## src/rtl/decryptor_pkg.sv

```systemverilog
// decryptor_pkg: shared state encoding, width defaults and rotate helper for the stream decryptor
package decryptor_pkg;
  localparam int BLOCK_W_DEF = 128;
  localparam int CTR_W_DEF = 32;
  localparam int MAX_W = 1024;
  typedef enum logic [1:0] {IDLE, ABSORB, RESP} state_t;
  // Width-generic rotate: callers zero-extend to MAX_W and truncate the result back to their width.
  function automatic logic [MAX_W-1:0] rotl(input logic [MAX_W-1:0] value, input int unsigned amount,
                                            input int unsigned width = BLOCK_W_DEF);
    logic [MAX_W-1:0] mask;
    mask = (MAX_W'(1) << width) - MAX_W'(1);
    return ((value << amount) | (value >> (width - amount))) & mask;
  endfunction
endpackage

```

## src/rtl/stream_decryptor_if.sv

```systemverilog
// stream_decryptor_if: config, request-beat and response bundle; DECRYPTOR_MAC_CHECK_EN adds tag/auth signals
interface stream_decryptor_if #(
  parameter int BLOCK_W = 128,
  parameter int NUM_BLOCKS = 5,
  parameter int CTR_W = 32
);
  localparam int NB_W = $clog2(NUM_BLOCKS + 1);
  logic [BLOCK_W-1:0] cfg_key;
  logic [BLOCK_W-CTR_W-1:0] cfg_nonce;
  logic [BLOCK_W-1:0] req_ct;
  logic req_last;
  logic req_val;
  logic req_rdy;
  logic [NUM_BLOCKS*BLOCK_W-1:0] resp_plaintext;
  logic [NB_W-1:0] resp_nblk;
  logic resp_trunc;
  logic [BLOCK_W-1:0] resp_hmac;
  logic resp_val;
  logic resp_rdy;
`ifdef DECRYPTOR_MAC_CHECK_EN
  logic [BLOCK_W-1:0] req_tag;
  logic resp_auth_ok;
`endif
  modport master (
`ifdef DECRYPTOR_MAC_CHECK_EN
    output req_tag, input resp_auth_ok,
`endif
    output cfg_key, cfg_nonce, req_ct, req_last, req_val, resp_rdy,
    input req_rdy, resp_plaintext, resp_nblk, resp_trunc, resp_hmac, resp_val
  );
  modport slave (
`ifdef DECRYPTOR_MAC_CHECK_EN
    input req_tag, output resp_auth_ok,
`endif
    input cfg_key, cfg_nonce, req_ct, req_last, req_val, resp_rdy,
    output req_rdy, resp_plaintext, resp_nblk, resp_trunc, resp_hmac, resp_val
  );
endinterface

```

## src/rtl/stream_decryptor_ctr_keystream.sv

```systemverilog
// ctr_keystream: combinational counter-mode keystream block from key, nonce and beat counter
module ctr_keystream import decryptor_pkg::*; #(
  parameter int BLOCK_W = BLOCK_W_DEF,
  parameter int CTR_W = CTR_W_DEF
) (
  input  logic [BLOCK_W-1:0] key,
  input  logic [BLOCK_W-CTR_W-1:0] nonce,
  input  logic [CTR_W-1:0] ctr,
  output logic [BLOCK_W-1:0] ks
);
  logic [BLOCK_W-1:0] cb;
  assign cb = {nonce, ctr};
  assign ks = key ^ cb ^ BLOCK_W'(rotl(MAX_W'(cb), 1, BLOCK_W));
endmodule

```

## src/rtl/stream_decryptor.sv

```systemverilog
// stream_decryptor: streams ciphertext beats through a CTR keystream, packs plaintext and folds a rotate-xor MAC.
// DECRYPTOR_MAC_CHECK_EN adds req_tag input and resp_auth_ok output.
module stream_decryptor import decryptor_pkg::*; #(
  parameter int BLOCK_W = BLOCK_W_DEF,
  parameter int NUM_BLOCKS = 5,
  parameter int CTR_W = CTR_W_DEF
) (
  input logic clk,
  input logic rst,
  stream_decryptor_if.slave bus
);
  localparam int NB_W = $clog2(NUM_BLOCKS + 1);
  state_t state, nxt;
  logic [CTR_W-1:0] ctr;
  logic [BLOCK_W-1:0] key_q, mac_q, key_use, mac_nxt, ks, pt_beat;
  logic [BLOCK_W-CTR_W-1:0] nonce_q, nonce_use;
  logic [NUM_BLOCKS*BLOCK_W-1:0] pt_q;
  logic [NB_W-1:0] nblk_q;
  logic trunc_q, acc, at_max, term;
  // Beat 0 uses cfg_* directly so the first beat needs no extra cycle; later beats use the latched copy.
  assign key_use = state == IDLE ? bus.cfg_key : key_q;
  assign nonce_use = state == IDLE ? bus.cfg_nonce : nonce_q;
  assign acc = bus.req_val && bus.req_rdy;
  assign at_max = ctr == CTR_W'(NUM_BLOCKS - 1);
  assign term = acc && (bus.req_last || at_max);
  assign mac_nxt = BLOCK_W'(rotl(MAX_W'(state == IDLE ? bus.cfg_key : mac_q), 7, BLOCK_W)) ^ bus.req_ct;
  assign pt_beat = bus.req_ct ^ ks;
  ctr_keystream #(.BLOCK_W(BLOCK_W), .CTR_W(CTR_W)) u_ks (
    .key(key_use), .nonce(nonce_use), .ctr(ctr), .ks(ks)
  );
  always_comb begin
    nxt = state;
    if (state == IDLE && acc) nxt = term ? RESP : ABSORB;
    else if (state == ABSORB && term) nxt = RESP;
    else if (state == RESP && bus.resp_rdy) nxt = IDLE;
  end
  always_ff @(posedge clk) begin
    if (rst) begin
      state <= IDLE;
      ctr <= '0;
      key_q <= '0;
      nonce_q <= '0;
      mac_q <= '0;
      pt_q <= '0;
      nblk_q <= '0;
      trunc_q <= 1'b0;
    end else begin
      state <= nxt;
      if (acc) begin
        if (state == IDLE) begin
          key_q <= bus.cfg_key;
          nonce_q <= bus.cfg_nonce;
          pt_q <= '0;
        end
        for (int b = 0; b < NUM_BLOCKS; b++)
          if (CTR_W'(b) == ctr) pt_q[b*BLOCK_W +: BLOCK_W] <= pt_beat;
        ctr <= term ? '0 : ctr + CTR_W'(1);
        mac_q <= mac_nxt;
        nblk_q <= NB_W'(ctr + CTR_W'(1));
        trunc_q <= !bus.req_last && at_max;
      end
    end
  end
`ifdef DECRYPTOR_MAC_CHECK_EN
  logic auth_q;
  always_ff @(posedge clk) begin
    if (rst) auth_q <= 1'b0;
    else if (term) auth_q <= mac_nxt == bus.req_tag;
  end
  assign bus.resp_auth_ok = auth_q;
`endif
  assign bus.req_rdy = state != RESP;
  assign bus.resp_val = state == RESP;
  assign bus.resp_plaintext = pt_q;
  assign bus.resp_nblk = nblk_q;
  assign bus.resp_trunc = trunc_q;
  assign bus.resp_hmac = mac_q;
endmodule
```

## src/flat_wrapper.sv

```systemverilog
// flat-port wrapper written by rule: the top's interface ports become plain ports
module stream_decryptor_flat import decryptor_pkg::*;
#(
  parameter int BLOCK_W = BLOCK_W_DEF,
  parameter int NUM_BLOCKS = 5,
  parameter int CTR_W = CTR_W_DEF
)
  (clk, rst, bus_cfg_key, bus_cfg_nonce, bus_req_ct, bus_req_last, bus_req_val, bus_resp_rdy, bus_req_rdy, bus_resp_plaintext, bus_resp_nblk, bus_resp_trunc, bus_resp_hmac, bus_resp_val);
  stream_decryptor_if #(.BLOCK_W(BLOCK_W), .NUM_BLOCKS(NUM_BLOCKS), .CTR_W(CTR_W)) bus_i ();
  input logic clk;
  input logic rst;
  input wire logic [$bits(bus_i.cfg_key)-1:0] bus_cfg_key;
  input wire logic [$bits(bus_i.cfg_nonce)-1:0] bus_cfg_nonce;
  input wire logic [$bits(bus_i.req_ct)-1:0] bus_req_ct;
  input wire logic [$bits(bus_i.req_last)-1:0] bus_req_last;
  input wire logic [$bits(bus_i.req_val)-1:0] bus_req_val;
  input wire logic [$bits(bus_i.resp_rdy)-1:0] bus_resp_rdy;
  output wire logic [$bits(bus_i.req_rdy)-1:0] bus_req_rdy;
  output wire logic [$bits(bus_i.resp_plaintext)-1:0] bus_resp_plaintext;
  output wire logic [$bits(bus_i.resp_nblk)-1:0] bus_resp_nblk;
  output wire logic [$bits(bus_i.resp_trunc)-1:0] bus_resp_trunc;
  output wire logic [$bits(bus_i.resp_hmac)-1:0] bus_resp_hmac;
  output wire logic [$bits(bus_i.resp_val)-1:0] bus_resp_val;
  assign bus_i.cfg_key = bus_cfg_key;
  assign bus_i.cfg_nonce = bus_cfg_nonce;
  assign bus_i.req_ct = bus_req_ct;
  assign bus_i.req_last = bus_req_last;
  assign bus_i.req_val = bus_req_val;
  assign bus_i.resp_rdy = bus_resp_rdy;
  assign bus_req_rdy = bus_i.req_rdy;
  assign bus_resp_plaintext = bus_i.resp_plaintext;
  assign bus_resp_nblk = bus_i.resp_nblk;
  assign bus_resp_trunc = bus_i.resp_trunc;
  assign bus_resp_hmac = bus_i.resp_hmac;
  assign bus_resp_val = bus_i.resp_val;
  stream_decryptor #(.BLOCK_W(BLOCK_W), .NUM_BLOCKS(NUM_BLOCKS), .CTR_W(CTR_W)) u_core (.clk(clk), .rst(rst), .bus(bus_i));
endmodule
```

## config.mk

```make
export PLATFORM = sky130hd
export DESIGN_NAME = stream_decryptor_flat
export DESIGN_NICKNAME = d
export VERILOG_FILES = /design/src/rtl/decryptor_pkg.sv /design/src/rtl/stream_decryptor_if.sv /design/src/rtl/stream_decryptor_ctr_keystream.sv /design/src/rtl/stream_decryptor.sv /design/src/flat_wrapper.sv
export SDC_FILE = /design/constraint.sdc
export NUM_CORES = 2
export LEC_CHECK = 0
export BUFFER_PORTS_ARGS = -buffer_cell sky130_fd_sc_hd__buf_2
export CAP_MARGIN = 15
export CELL_PAD_IN_SITES_DETAIL_PLACEMENT = 1
export CELL_PAD_IN_SITES_GLOBAL_PLACEMENT = 1
export CORE_AREA = 2 2 436 438
export CTS_CLUSTER_DIAMETER = 120
export CTS_CLUSTER_SIZE = 12
export DETAILED_ROUTE_END_ITERATION = 7
export DIE_AREA = 0 0 438 440
export GPL_TIMING_DRIVEN = 1
export PLACE_DENSITY = 0.6
export SLEW_MARGIN = 20
export SYNTH_ARGS = -nofsm -noshare
export SYNTH_HDL_FRONTEND = slang
export SYNTH_SLANG_ARGS = --single-unit
```

## constraint.sdc

```tcl
create_clock -name clk -period 2.15 [get_ports clk]
set_input_delay 0.1075 -clock clk [delete_from_list [all_inputs] [get_ports clk]]
set_output_delay 0.1075 -clock clk [all_outputs]
set_load 0.05 [all_outputs]
```

==> summary.md <==
| Metric | Value |
|---|---|
| Switching Power | roughly 19 mW |
| Synthesis-stage register bit count | a little over 1000 |
| Number of warnings printed during yosys synthesis | 0 |
| Number of buffers added by the clock tree synthesis step | between 90 and 100 |
| Vias in the first global route | around 50000 |
| Unrepaired setup endpoints after global routing | true |
| Multiplexer fraction of the synthesized cell area | 0.0224 |
| Placer's final routability congestion estimate | ~0.9 |
| HPWL after DPL | 192000 um |
| Layout cells sized above 1 | 0.284 |
| Required time at the worst-slack endpoint | ~2.8 ns |
| Number of clock sinks | 1030 |
| Xor and xnor area share after synthesis | 0.131 |
| Number of primary I/O pins | about 1100 |
| Initial Utilization | 0.244 |
| Total global-route track usage | 0.258 |
| Number of enable flip-flop cells after synthesis | 0 |
| Power density over the cells | a little under 800 nW/um2 |
| Final setup slack of the worst path | -0.0904 ns |
| CP Max Fanout | 28 |
| Clock Skew | 0.0351 ns |
| Post-synthesis compound-gate area fraction | 0.138 |
| Transition time at the pin with the least slew margin | slightly below 0.6 ns |
| Leakage power of the design | 27.4 nW |
| Antenna violations before repair | 37 |
| Run status | complete, but fails checks |
| Global-route wire length before repair | about 370000 um |
| Sequential cell area | roughly 21000 um2 |
| Internal Dissipation | roughly 34 mW |
| Drt pass-1 iters | 6 |
| Number of rows in the core area | between 150 and 200 |
| Area of the die | around 190000 um2 |
| Combinational family with the most area after synthesis | simple AND/OR/NAND/NOR gates |
| Number of buffers added on ports | between 1000 and 1500 |
| Worst IR Drop VDD | roughly 0.6 mV |
| Number of distinct library cells after synthesis | 41 |
| Global route overflow | 0 |
| Upper clock frequency limit | 446 MHz |
| Most common cell after layout, fill and taps aside | nand2_1 |
| Area of the multi-input gates | between 20000 and 25000 um2 |
| Worst-Skew Late Latency | roughly 0.77 ns |
| Data arrival time of the worst path | around 2.9 ns |
| Pin count of the biggest net entering global routing | 90 |
| Top library cells by usage in the layout, fill and taps aside | nand2_1 (1288), a21oi_1 (1134), buf_2 (1127) |
| Violations in the final reports | negative setup slack |
| Number of setup violations in the final report | between 200 and 250 |
| Core region area | between 150000 and 200000 um2 |
| Critical path endpoint category | register |
| Worst max-slew margin expressed relative to the limit | 0.606 |
| Clk Tree Root Cell | clkbuf_16 |
| Drt total wl | roughly 270000 um |
| Proportion of power drawn by flip-flops and latches | 0.394 |
| End-of-flow core utilization | 0.357 |
| Part of the power in combinational logic | 0.285 |
| CTS tree | yes |
| Filler cell count in the final layout | about 22000 |
| Simple-gate portion of the synthesized area | 0.215 |
| Area of the mapped netlist | ~46000 um2 |
| Proportion of register bits with asynchronous set or reset after synthesis | 0 |
| Antenna-violating nets left | 0 |
| Synthesized-area fraction occupied by adder cells | 0.00109 |
| Share of total power consumed by net switching | 0.354 |
| Share of the clock period used by the worst path | 1.04 |
| Final Hold Vio Count | 0 |
| Slew Limit Fails | 0 |
| Clock transition time at the flip-flop clock pins of the worst setup and hold paths | about 0.07 ns |
| Total via count in the routed design | 49600 |
| Startpoint types | register |
| Post-route insts no fill | roughly 9900 |
| Synth Net Count | 6048 |
| Max-Cap Viols | 0 |
| Commonest register cell after synthesis | dfxtp_1 |
| Clock share of power | 0.321 |
| Total instance count after detailed placement | 9293 |
| Critical path class | register to register |
| Worst min-delay path class | primary input to register |
| Remaining routing DRC violations | 0 |
| Chip Height | around 440 um |
| Number of nets in the finished design | roughly 7700 |
| Portion of the post-synthesis area used by sequential elements | 0.449 |
| Time the final worst path needs with I/O delays and setup | between 2 and 2.5 ns |
| Mapped Cells | around 5700 |
| Area Overhead vs Synth | 46.4% |
| Horiz. Die Dim | ~440 um |
| Buffer levels on the longest clock path | 3 |
| Via-per-instance ratio | roughly 5 |
| Average detailed-routed wire length per instance | about 27 um |
| Mean instance size in the synthesized netlist | slightly above 8 um2 |
| Number of H-tree branching levels | 3 |
| Detailed Route Iter0 Violations | 3160 |
| Design Power | 52.5 mW |
-- power by group through the flow --
stage               logic (mW)  clock network, mW  registers, mW
finish                    15.0               16.8           20.7
global route              15.6               17.8           20.7
CTS                       14.6               17.1           20.6
detailed placement        13.6                  0           21.1
global placement          13.5                  0           21.0
floorplan                 5.39                  0           22.8
-- logic make-up after synthesis --
logic type	Yosys count
buffers and inverters	513
flip-flops	1030
AND/OR/NAND/NOR	2236
XOR/XNOR	540
AO/OA/AOI/OAI	1261
multiplexers	103
adder cells (fa/ha/maj)	4
-- worst paths after layout --
kind | depth (start not counted) | to | from | slack (ns)
setup reg to reg | 7 | u_core.bus.resp_plaintext[431] | u_core.state[1] | -0.09
setup / recovery | 7 | u_core.bus.resp_plaintext[431] | u_core.state[1] | -0.09
hold / removal | 4 | u_core.key_q[93] | bus_cfg_key[93] | 0.15
hold reg to reg | 2 | u_core.key_q[31] | u_core.key_q[31] | 0.46
-- sequential cells by signal, summed over array words and instances (netlist names) --
register / cells
u_core.nonce_q: 96
u_core.bus.resp_plaintext: 640
u_core.bus.resp_hmac: 128
u_core.key_q: 128
u_core.bus.resp_trunc: 1
u_core.ctr: 32
u_core.state: 2
u_core.bus.resp_nblk: 3
-- layout make-up --
cell class / instances / share of cell area
Clock inverter: 5 / 0.000893
Clock buffer: 107 / 0.0390
Tap cell: 2511 / 0.0467
Timing Repair Buffer: 2029 / 0.241
Inverter: 10 / 0.000595
Sequential cell: 1030 / 0.307
Antenna cell: 28 / 0.00104
Multi-Input combinational cell: 4144 / 0.364
-- layer usage --
metal / vias to the layer above / GRT usage / routed length, um
met4: 2 / 0.137 / 15500
met2: 1778 / 0.419 / 125000
met3: 545 / 0.0455 / 15800
met1: 24800 / 0.325 / 112000
met5: - / 0 / 13
li1: 22400 / - / -
-- synth_stat cells, types with 5 or more instances --
cell      number  area (um2)
nand2_1     1361        5110
a21oi_1     1246        6240
o21ai_0        5        25.0
dfxtp_1     1030       20600
mux2i_1      103        1030
buf_1         78         293
inv_1          8        30.0
nor3_1        13        65.1
xor2_1        57         499
nor4_1         9        56.3
nand3_1      648        3240
xnor2_1      388        3400
buf_2         38         190
nor2_1        38         143
buf_4          5        37.5
nand4_1       11        68.8
clkbuf_1     381        1430
nor3b_1      126         946
xnor3_1       95        2140
and4_1        10        87.6
-- per-stage QoR --
stage / hold slack [ns] / TNS, ns / setup slack, ns / cell area [um2]
after detailed placement: 0.365 / -98.62 / -0.281 / 58100
after floorplan: 0.243 / -0.105 / -0.0891 / 46000
final: 0.147 / -4.49 / -0.0904 / 67200
after CTS: 0.0652 / -5.09 / -0.0902 / 65800
after global placement: 0.361 / -69.59 / -0.233 / 58100
after global routing: 0.131 / -44.55 / -0.147 / 67200
-- critical path: stages (launching register included) --
cell and delay, ns:
dfxtp_4 0.35, or2_4 0.33, buf_16 0.19, buf_4 0.23
a21oi_1 0.20, xnor3_2 0.50, nand2_1 0.15, a21oi_1 0.08
-- timing repair --
item / in CTS / in global routing
endpoints found under the setup margin: 674 / 649
gates cloned: 9 / 24
endpoints found under the hold margin: 448 / 0
hold buffers: 357 / 0
gates resized for setup: 248 / 179
setup buffers: 33 / 15
pin swaps: 131 / 48
Power figures use the tool's default switching activity.
